File: src/rtl/mult_unit.sv
// Iterative shift-add 32x32 multiplier for MULT/MULTU: one add-with-carry per cycle,
// sign handled by multiplying magnitudes and negating the 64-bit product at the end.
module mult_unit #(
  parameter int WIDTH = 32,
  parameter int CNT_W = 6
) (
  input  logic             clk,
  input  logic             rst,
  input  logic             start,
  input  logic             is_signed,
  input  logic [WIDTH-1:0] a,
  input  logic [WIDTH-1:0] b,
  output logic             busy,
  output logic             done,
  output logic [WIDTH-1:0] hi,
  output logic [WIDTH-1:0] lo,
  output logic [1:0]       dbg_state_o
);

  typedef enum logic [1:0] {
    S_IDLE = 2'd0,
    S_BUSY = 2'd1,
    S_FIX  = 2'd2,
    S_DONE = 2'd3
  } state_t;

  state_t           state_q, state_d;
  logic [WIDTH-1:0] acc_q, acc_d;
  logic [WIDTH-1:0] mplr_q, mplr_d;
  logic [WIDTH-1:0] mcand_q, mcand_d;
  logic             neg_q, neg_d;
  logic [CNT_W-1:0] cnt_q, cnt_d;
  logic [WIDTH-1:0] hi_q, hi_d;
  logic [WIDTH-1:0] lo_q, lo_d;

  logic [WIDTH:0]     sum33;
  logic [2*WIDTH-1:0] prod;
  logic [WIDTH-1:0]   a_mag, b_mag;

  // Magnitude of the most negative value wraps to itself, which is correct read as unsigned.
  assign a_mag = (is_signed && a[WIDTH-1]) ? (~a + WIDTH'(1)) : a;
  assign b_mag = (is_signed && b[WIDTH-1]) ? (~b + WIDTH'(1)) : b;

  assign sum33 = {1'b0, acc_q} + {1'b0, (mplr_q[0] ? mcand_q : '0)};
  assign prod  = {acc_q, mplr_q};

  always_comb begin
    state_d = state_q;
    acc_d   = acc_q;
    mplr_d  = mplr_q;
    mcand_d = mcand_q;
    neg_d   = neg_q;
    cnt_d   = cnt_q;
    hi_d    = hi_q;
    lo_d    = lo_q;
    unique case (state_q)
      S_IDLE: begin
        if (start) begin
          mcand_d = a_mag;
          mplr_d  = b_mag;
          neg_d   = is_signed & (a[WIDTH-1] ^ b[WIDTH-1]);
          acc_d   = '0;
          cnt_d   = '0;
          state_d = S_BUSY;
        end
      end
      S_BUSY: begin
        // Carry-out of the add shifts into the top of acc; the low bit shifts into mplr.
        {acc_d, mplr_d} = {sum33, mplr_q[WIDTH-1:1]};
        cnt_d = cnt_q + CNT_W'(1);
        if (cnt_q == CNT_W'(WIDTH - 1)) begin
          state_d = S_FIX;
        end
      end
      S_FIX: begin
        if (neg_q) begin
          {hi_d, lo_d} = ~prod + (2*WIDTH)'(1);
        end else begin
          {hi_d, lo_d} = prod;
        end
        state_d = S_DONE;
      end
      S_DONE: begin
        state_d = S_IDLE;
      end
      default: state_d = S_IDLE;
    endcase
  end

  always_ff @(posedge clk) begin
    if (rst) begin
      state_q <= S_IDLE;
      acc_q   <= '0;
      mplr_q  <= '0;
      mcand_q <= '0;
      neg_q   <= 1'b0;
      cnt_q   <= '0;
      hi_q    <= '0;
      lo_q    <= '0;
    end else begin
      state_q <= state_d;
      acc_q   <= acc_d;
      mplr_q  <= mplr_d;
      mcand_q <= mcand_d;
      neg_q   <= neg_d;
      cnt_q   <= cnt_d;
      hi_q    <= hi_d;
      lo_q    <= lo_d;
    end
  end

  assign busy        = (state_q == S_BUSY) || (state_q == S_FIX);
  assign done        = (state_q == S_DONE);
  assign hi          = hi_q;
  assign lo          = lo_q;
  assign dbg_state_o = state_q;

endmodule
File: config.mk
export PLATFORM = sky130hd
export DESIGN_NAME = mult_unit
export DESIGN_NICKNAME = d
export VERILOG_FILES = /design/src/rtl/mult_unit.sv
export SDC_FILE = /design/constraint.sdc
export NUM_CORES = 1
export LEC_CHECK = 0
export CAP_MARGIN = 40
export CORE_UTILIZATION = 61
export CTS_CLUSTER_SIZE = 30
export DETAILED_ROUTE_END_ITERATION = 10
export PLACE_DENSITY_LB_ADDON = 0.08
export SYNTH_ARGS = -nofsm -noshare
export SYNTH_HDL_FRONTEND = slang
export SYNTH_SLANG_ARGS = --single-unit
File: constraint.sdc
create_clock -name clk -period 9.64 [get_ports clk]
set_input_delay 2.41 -clock clk [delete_from_list [all_inputs] [get_ports clk]]
set_output_delay 2.41 -clock clk [all_outputs]
set_load 0.05 [all_outputs]
==> results by group <==
Routing
  • DRT Pass-1 Iters: 6
  • Post-DRT Antenna Nets: 0
  • Routed length per placed instance: 16.5 microns
  • Drc violations: 0
  • Routed wire length: 27.5 mm
  • Initial DRC count: 758
  • Drt via density: 6.08
  • Via Count: 10099

Worst setup path
  • CP arrival: 5550 ps
  • Crit. End Element: flip-flop
  • Required time worst endpoint: 9980 ps
  • CP Cell Sequence: clkdlybuf4s50_1 > or4_1 > or4b_2 > nor4_1 > nand3_1 > nor3_1 > a21oi_1 > xnor2_1 > a211oi_1
  • CP max stage cell: or4b_2
  • Maximum fanout along the worst path: 5
  • CP startpoint kind: input pin
  • Worst Path Class, Setup: in2reg
  • Crit-path max cell delay: 700 ps

Timing
  • Clock Skew: 8.20 ps
  • Final hold violations: 0
  • Fmax: 0.192 GHz
  • Final min period: 5210 ps
  • Fin crit share: 54.1%
  • Worst Slack Setup Final: 4430 ps
  • Rel. slew slack: 39.9%
  • Worst slew pin tran: 901 ps
  • Final setup viols: 0
  • Pins Over Slew Limit: 0
  • Setup total negative slack: 0 ps
  • Hold WS: 452 ps
  • RSZ-0062 raised after global routing: no

Logic synthesis
  • Mean Syn Cell Area: 7.83 sq um
  • Synth Instances: 1349
  • Top FF cell, synth: dfxtp_1
  • Syn_nets: 1458
  • Asr flop ratio synth: 0%
  • Post-Synth Simple-Gate Area: 21.9%
  • Seq/Total Area, Yosys: 32.0%
  • Number of library cell types mapped by synthesis: 67
  • Seq cells post-synth: 169
  • Top cell type's share of synthesized area: 32.0%
  • Synth Area in XOR/XNOR: 11.6%
  • Post-Synth Adder-Cell Area: 4.93%
  • Syn. warnings: 0
  • Main combinational cell family by area after synthesis: compound AO/OA/AOI/OAI gates
  • Post-synth top area cell: dfxtp_1
  • Top cells by area, synth: dfxtp_1, xor2_1, nand2_1
  • Compound-Gate Fraction of Synth Area: 24.4%
  • Portion of netlist area occupied by mux cells: 1.15%
  • Post-Syn Area: 0.0106 sq mm
  • Post-synth EDFFs: 0

Cells and area
  • # nets final: 1536
  • Finished Core Util: 75.0%
  • Ant diodes: 0
  • Area growth syn-to-layout: 19.0%
  • Sequential cell area: 0.00338 sq mm
  • Share of cells above drive strength 1: 5.21%
  • Multi-input logic area: 0.00677 sq mm
  • Filler cells: 1363

Placed design
  • Hpwl dp: 20.5 mm
  • Routability cong.: 0.931
  • Place WS: 4040 ps
  • IO buf count: 135

Floorplan
  • Die area: 0.0178 sq mm
  • Die height: 134 microns
  • Die X: 134 microns
  • # IOs: 136
  • Initial Util: 63.0%
  • Num rows: 47
  • Core Area: 0.0168 sq mm

Global route
  • Initial antenna violation count: 0
  • Total grt overflow: 0
  • Total GRT Usage: 31.2%
  • Vias in the first global route: 8779
  • Largest net degree at the start of global routing: 98
  • First-pass GRT wire length: 44.7 mm

Clock tree
  • Clock Tree Root: clkbuf_16
  • Post CTS Setup Buffer Count: 0
  • Maximum clock path buffer count: 2
  • Cts hold-fix bufs: 0
  • CTS tree: built
  • Num CTS Buffers: 17
  • # resized after CTS: 0
  • Reg clk slew, reported paths: 60 ps
  • Clock Latency Late Sink: 430 ps
  • Sink Count: 169
  • H-tree levels: 4

Power and ir drop
  • Worst VDD drop: 0.265 mV
  • Leakage: 4.61 nW
  • PwrDens: 242 mW/mm^2
  • Total chip power: 3.05 mW

Flow run
  • Max cap viols: 0

Hold path
  • Worst min-delay path class: reg2reg

Run status
  • Outcome: complete, no violations
sequential cells by signal, summed over array words and instances (netlist names):
name,flops
mcand_q,32
lo,32
cnt_q,6
mplr_q,32
neg_q,1
hi,32
dbg_state_o,2
acc_q,32
path summary, 6_finish.rpt:
kind | from | to | slack, ps | cells after the start
max reg2reg | mplr_q[0] | acc_q[29] | 5950 | 13
min | mcand_q[23] | mcand_q[23] | 450 | 2
max | a[8] | mcand_q[30] | 4430 | 9
min reg2reg | mcand_q[23] | mcand_q[23] | 450 | 2
report_power, final:
group	internal [mW]	total, mW	switching, mW
combinational	0.483	1.37	0.890
sequential	0.854	1.01	0.153
clock	0.361	0.666	0.305
cell usage after synthesis, types with 16 or more instances:
cell	count
and2_1	35
clkbuf_1	83
a21oi_1	88
dfxtp_1	169
nand2_1	159
o41ai_1	17
o21ai_0	93
inv_1	21
a31oi_1	18
o31ai_1	26
xor2_1	96
or3_1	21
xnor2_1	44
a211oi_1	66
nor3_1	16
ha_1	40
nor2_1	144
stage by stage:
stage	area [sq um]	std cells
after CTS	12600	1660
after global placement	11900	1624
final	12600	1660
after detailed placement	12000	1628
after global routing	12600	1660
after floorplan	10600	1349
final cells by class:
cell class | count | area share [%]
tap | 220 | 2.19
clock buffer | 18 | 3.41
multi-input combinational | 1072 | 53.9
sequential | 169 | 26.9
clock inverter | 14 | 1.09
timing repair buffer | 146 | 11.9
inverter | 21 | 0.627
cells by family after synthesis:
| family | after synthesis |
|---|---|
| buffers and inverters | 108 |
| DFF | 169 |
| muxes | 12 |
| AOI/OAI and AO/OA | 397 |
| and+or+nand+nor | 482 |
| xor gates and xnor gates | 140 |
| adders and majority gates | 41 |
cell usage in the layout (no fill, tap or decap), drive strengths merged, types with 14 or more instances in the layout:
master and n:
dfxtp 169, nand2 159, nor2 144, clkdlybuf4s50 134
o21ai 98, xor2 96, a21oi 88, a211oi 66
xnor2 44, ha 40, and2 35, o31ai 28
inv 27, or3 23, a31oi 18, o41ai 18
clkbuf 18, or4 18, nor3 17, nand3 14
a21o 14
worst max-delay path, delay by kind of cell:
kind | cells | cell delay, ps
compound gates | 2 | 360
xor+xnor | 1 | 160
buf+inv | 1 | 450
simple gates | 5 | 2170
routing by layer:
metal / share of wire (%) / global-route usage, %
met4: 1.7 / 9.34
met2: 43 / 46.8
met5: 0 / 0
met1: 47 / 46.0
met3: 7.8 / 4.49
Power figures use the tool's default switching activity.
